## config.mk

```make
export PLATFORM = sky130hd
export DESIGN_NAME = mem_arbiter
export DESIGN_NICKNAME = d
export VERILOG_FILES = /design/src/rtl/mem_arbiter.sv
export SDC_FILE = /design/constraint.sdc
export NUM_CORES = 1
export LEC_CHECK = 0
export CELL_PAD_IN_SITES_DETAIL_PLACEMENT = 1
export CELL_PAD_IN_SITES_GLOBAL_PLACEMENT = 2
export CORE_ASPECT_RATIO = 2
export CORE_MARGIN = 4
export CORE_UTILIZATION = 27
export CTS_CLUSTER_SIZE = 30
export DETAILED_ROUTE_END_ITERATION = 10
export HOLD_SLACK_MARGIN = 0.08
export PLACE_DENSITY_LB_ADDON = 0.1
export SETUP_SLACK_MARGIN = 0.02
export SLEW_MARGIN = 20
export SYNTH_ARGS = -nofsm -noshare
export SYNTH_HDL_FRONTEND = slang
export SYNTH_SLANG_ARGS = --single-unit
```

## constraint.sdc

```tcl
create_clock -name clk -period 3 [get_ports clk]
set_input_delay 0.6 -clock clk [delete_from_list [all_inputs] [get_ports clk]]
set_output_delay 0.6 -clock clk [all_outputs]
set_load 0.01 [all_outputs]
```

## src/rtl/mem_arbiter.sv

```systemverilog
// rtl/mem_arbiter.sv - fetch/data arbiter onto one shared memory port
// Define ARBITER_ROUND_ROBIN_EN to alternate tie winners instead of data-first.
package mem_arbiter_pkg;
  typedef struct packed {
    logic        mem_valid;
    logic        mem_instr;
    logic        mem_fence;
    logic [31:0] mem_addr;
    logic [31:0] mem_wdata;
    logic [3:0]  mem_wstrb;
  } mem_in_type;

  typedef struct packed {
    logic        mem_ready;
    logic [31:0] mem_rdata;
  } mem_out_type;

  typedef struct packed {
    logic        fence;
    logic [31:0] addr;
    logic [31:0] wdata;
    logic [3:0]  wstrb;
  } req_t;
endpackage

module mem_arbiter
  import mem_arbiter_pkg::*;
(
  input  logic        clk,
  input  logic        rst,
  input  mem_in_type  imem_in,
  output mem_out_type imem_out,
  input  mem_in_type  dmem_in,
  output mem_out_type dmem_out,
  input  mem_out_type mem_out,
  output mem_in_type  mem_in
);
  typedef enum logic [1:0] {IDLE, BUSY_I, BUSY_D} state_t;

  state_t state;
  req_t   cur, pend_i, pend_d;
  logic   pend_i_vld, pend_d_vld;
  req_t   live_i, live_d, sel_i, sel_d;
  logic   acc_i, acc_d, cand_i, cand_d, tie_to_i, grant_i, grant_d;
  logic   unused_instr;

  assign unused_instr = imem_in.mem_instr ^ dmem_in.mem_instr;

  assign live_i = '{fence: imem_in.mem_fence, addr: imem_in.mem_addr,
                    wdata: imem_in.mem_wdata, wstrb: imem_in.mem_wstrb};
  assign live_d = '{fence: dmem_in.mem_fence, addr: dmem_in.mem_addr,
                    wdata: dmem_in.mem_wdata, wstrb: dmem_in.mem_wstrb};

  // A requester with a request already pending or in flight ignores new pulses.
  assign acc_i = !rst && imem_in.mem_valid && !pend_i_vld && (state != BUSY_I);
  assign acc_d = !rst && dmem_in.mem_valid && !pend_d_vld && (state != BUSY_D);

  assign cand_i = !rst && (state == IDLE) && (pend_i_vld || acc_i);
  assign cand_d = !rst && (state == IDLE) && (pend_d_vld || acc_d);
  assign sel_i  = pend_i_vld ? pend_i : live_i;
  assign sel_d  = pend_d_vld ? pend_d : live_d;

`ifdef ARBITER_ROUND_ROBIN_EN
  logic last_d;
  assign tie_to_i = last_d;
`else
  assign tie_to_i = 1'b0;
`endif

  assign grant_i = cand_i && (!cand_d || tie_to_i);
  assign grant_d = cand_d && !grant_i;

  function automatic mem_in_type issue(input req_t r, input logic instr);
    mem_in_type m;
    m.mem_valid = 1'b1;
    m.mem_instr = instr;
    m.mem_fence = r.fence & ~instr;
    m.mem_addr  = r.addr;
    m.mem_wdata = r.wdata;
    m.mem_wstrb = r.wstrb;
    return m;
  endfunction

  always_comb begin
    mem_in   = '0;
    imem_out = '0;
    dmem_out = '0;
    if (!rst) begin
      case (state)
        IDLE: begin
          if (grant_i)      mem_in = issue(sel_i, 1'b1);
          else if (grant_d) mem_in = issue(sel_d, 1'b0);
        end
        BUSY_I: begin
          mem_in = issue(cur, 1'b1);
          if (mem_out.mem_ready) imem_out = mem_out;
        end
        BUSY_D: begin
          mem_in = issue(cur, 1'b0);
          if (mem_out.mem_ready) dmem_out = mem_out;
        end
        default: ;
      endcase
    end
  end

  always_ff @(posedge clk) begin
    if (rst) begin
      state      <= IDLE;
      cur        <= '0;
      pend_i     <= '0;
      pend_d     <= '0;
      pend_i_vld <= 1'b0;
      pend_d_vld <= 1'b0;
`ifdef ARBITER_ROUND_ROBIN_EN
      last_d     <= 1'b0;
`endif
    end else begin
      case (state)
        IDLE: begin
          if (grant_i) begin
            state      <= BUSY_I;
            cur        <= sel_i;
            pend_i_vld <= 1'b0;
`ifdef ARBITER_ROUND_ROBIN_EN
            last_d     <= 1'b0;
`endif
          end else if (grant_d) begin
            state      <= BUSY_D;
            cur        <= sel_d;
            pend_d_vld <= 1'b0;
`ifdef ARBITER_ROUND_ROBIN_EN
            last_d     <= 1'b1;
`endif
          end
        end
        BUSY_I, BUSY_D: if (mem_out.mem_ready) state <= IDLE;
        default: state <= IDLE;
      endcase
      // Park accepted requests that lost (or arrived while busy).
      if (acc_i && !grant_i) begin
        pend_i_vld <= 1'b1;
        pend_i     <= live_i;
      end
      if (acc_d && !grant_d) begin
        pend_d_vld <= 1'b1;
        pend_d     <= live_d;
      end
    end
  end
endmodule

```

==> results_dict.tcl <==
set metrics [dict create \
    tightest_slew_ps 916 \
    drive_above_1_share 0.231 \
    path_class "reg -> out" \
    grt_pass1_wl_um 73500 \
    required_ps 2400 \
    wl_per_cell_um 22.0 \
    ant_nets 0 \
    grt_usage 0.213 \
    violations "setup timing" \
    overflow 0 \
    arrival_ps 2550 \
    yosys_warnings 0 \
    drt-total-wl_um 48800 \
    endpoint_kind "output port" \
    wl_met2_um 26400 \
    gp_congestion 0.731 \
    fin_nets 1849 \
    cp-start-kind "register" \
    power.static_leakage_nw 6.38 \
    drt_iter0_markers 548 \
    wl_met3_um 2840 \
    timing.fmax_ghz 0.317 \
    pre_cts_ws_ps -417 \
    port_buffers 311 \
    hold_class "in -> reg" \
    top_layer "met5" \
    clockBufferDepth 3 \
    clock_latency_ps 530 \
    synthDistinctLibCells 41 \
    rsz0062_at_grt "true" \
    postCtsHoldBufs 0 \
    initial_core_util 0.274 \
    row_count 104 \
    place_area_sq_um 15300 \
    fin_util 0.408 \
    clock-root-buffer "clkbuf_16" \
    fin_crit_sh 1.05 \
    finalWorstSetupSlack_ps -153 \
    dp_hpwl_um 32000 \
    max-slew-margin-rel 0.389 \
    outcome "finished, violations left" \
    hold_viol 0 \
    grt_start_max_net_pins 75 \
    period_minus_slack_ps 3150 \
    post_drt_via_cell_ratio 5.18 \
    drv_cap 0 \
    grt_pass1_vias 12447 \
    clkSinkCount 211 \
    dieArea_sq_um 44400 \
    yosysSeqAreaShare 0.383 \
    vias 11482 \
    htreeDepth 1 \
    skew_ps 10.2 \
    dieWidth_um 151 \
    crit_path_max_fanout 7 \
    syn_nets 1528 \
    whs_ps 404 \
    syn_to_final_growth_pct 49.2 \
    cts_tree "built" \
    antenna_found_initial 4 \
    netlist_instances 1347 \
    ir_drop_v 0.000318 \
    p_per_area_nw_per_um2 508 \
    setup_viol 37 \
    design_area_sq_um 16500 \
    io_pins 314 \
    drc 0 \
    die_h_um 294 \
    clk_transition_reported_paths_ps 60 \
    fillers 4689 \
    numCtsBuffers 23 \
    synthesis.area_sq_um 11000 \
    core_sq_um 40300 \
    drv_slew 0 \
    ys_ff_latch 211 \
    wl_met1_um 18300 \
    synth.avg_cell_area_sq_um 8.19 \
    drtPass1Iterations 7 \
]
[final cells by class]
class                      count  area (sq um)  area share
antenna                        3          7.51    0.000456
clock buffer                  31           666      0.0404
clock inverter                 9          98.8     0.00600
inverter                       6          32.5     0.00197
multi-input combinational   1001          6320       0.384
sequential                   211          4240       0.257
tap                          530           663      0.0403
timing repair buffer         425          4440       0.270
[cells by family (layout without fill, tap and decap cells)]
family,Yosys count,count (layout),synth area share
fa+ha+maj,4,4,0.00453
compound gates,356,356,0.223
simple gates,500,500,0.191
mux,141,141,0.143
flops,211,211,0.383
other cells,0,3,0
buf+inv,135,471,0.0548
[sequential cells by signal, indices dropped and copies added, names as in the netlist]
register,flops
state,2
pend_i_vld,1
pend_d_vld,1
cur,69
pend_i,69
pend_d,69
[cells in the final DEF, fill, tap and decap left out, drive strengths merged, types with 68 or more instances in the layout]
| cell type | count |
|---|---|
| o21ai | 68 |
| mux2 | 137 |
| nand2 | 276 |
| a21oi | 142 |
| buf | 179 |
| a222oi | 68 |
| dfxtp | 211 |
| nor2 | 143 |
| o2bb2ai | 68 |
| clkdlybuf4s50 | 219 |
[what timing repair did]
item / CTS / global route
gates cloned: 9 / 2
buffers inserted: 20 / 11
resized for setup: 337 / 30
pin swaps: 79 / 62
hold endpoints to repair: 0 / 0
endpoints found under the setup margin: 84 / 100
[synth_stat cells, drive strengths merged]
master | n | area share
and3b | 2 | 0.0016
nor2 | 143 | 0.049
nor3b | 2 | 0.0018
o2bb2ai | 68 | 0.054
o21ai | 68 | 0.031
buf | 51 | 0.026
o31ai | 1 | 0.00068
o311a | 1 | 0.00091
a221o | 1 | 0.00091
mux2i | 4 | 0.0036
a211oi | 1 | 0.00068
or3 | 1 | 0.00057
nor3 | 2 | 0.0014
o2111a | 1 | 0.0010
mux2 | 137 | 0.14
clkbuf | 78 | 0.027
inv | 6 | 0.0020
nand2 | 276 | 0.094
a21oi | 142 | 0.065
and2 | 64 | 0.036
or4 | 1 | 0.00068
a222oi | 68 | 0.062
nor4 | 1 | 0.0019
a22oi | 2 | 0.0014
nor2b | 2 | 0.0011
o311ai | 1 | 0.0024
ha | 4 | 0.0045
nand2b | 4 | 0.0025
o2111ai | 1 | 0.00079
or2 | 2 | 0.0011
dfxtp | 211 | 0.38
a41oi | 1 | 0.0025
[routing by layer]
layer / GRT usage / vias to the layer above
met5: 0 / -
met3: 0.0365 / 52
met4: 0.0720 / 2
met2: 0.407 / 327
met1: 0.230 / 5695
li1: - / 5406
[worst max-delay path, cell delays in order (launching register included)]
cell	delay, ps
dfxtp_4	380
buf_6	100
ha_4	150
nor2b_4	50
o2111a_4	310
buf_12	140
buf_12	140
buf_16	140
a222oi_1	320
nor2_1	120
buf_2	160
[power by group]
| group | leakage [nW] | total [W] | internal, W | switching (W) |
|---|---|---|---|---|
| registers | 1.72 | 0.00315 | 0.00302 | 0.000130 |
| clock network | 0.385 | 0.00297 | 0.00172 | 0.00125 |
| logic | 4.27 | 0.00224 | 0.00111 | 0.00113 |
[worst paths after layout]
check,depth (start not counted),from,end,slack [ps]
min,3,rst,pend_d[66],400
max reg2reg,12,state[0],cur[21],440
max,10,state[0],mem_in[35],-150
min reg2reg,2,pend_i[40],pend_i[40],450
[stage by stage]
stage,power [W],instances,setup TNS [ps]
after floorplan,0.00422,1347,0
after global placement,0.00526,2138,-22160
after detailed placement,0.00530,2138,-22220
after CTS,0.00849,2206,-3240
after global routing,0.00877,2216,-8990
final,0.00837,2216,-2370
Note: power is estimated with default switching activity, not from simulation.
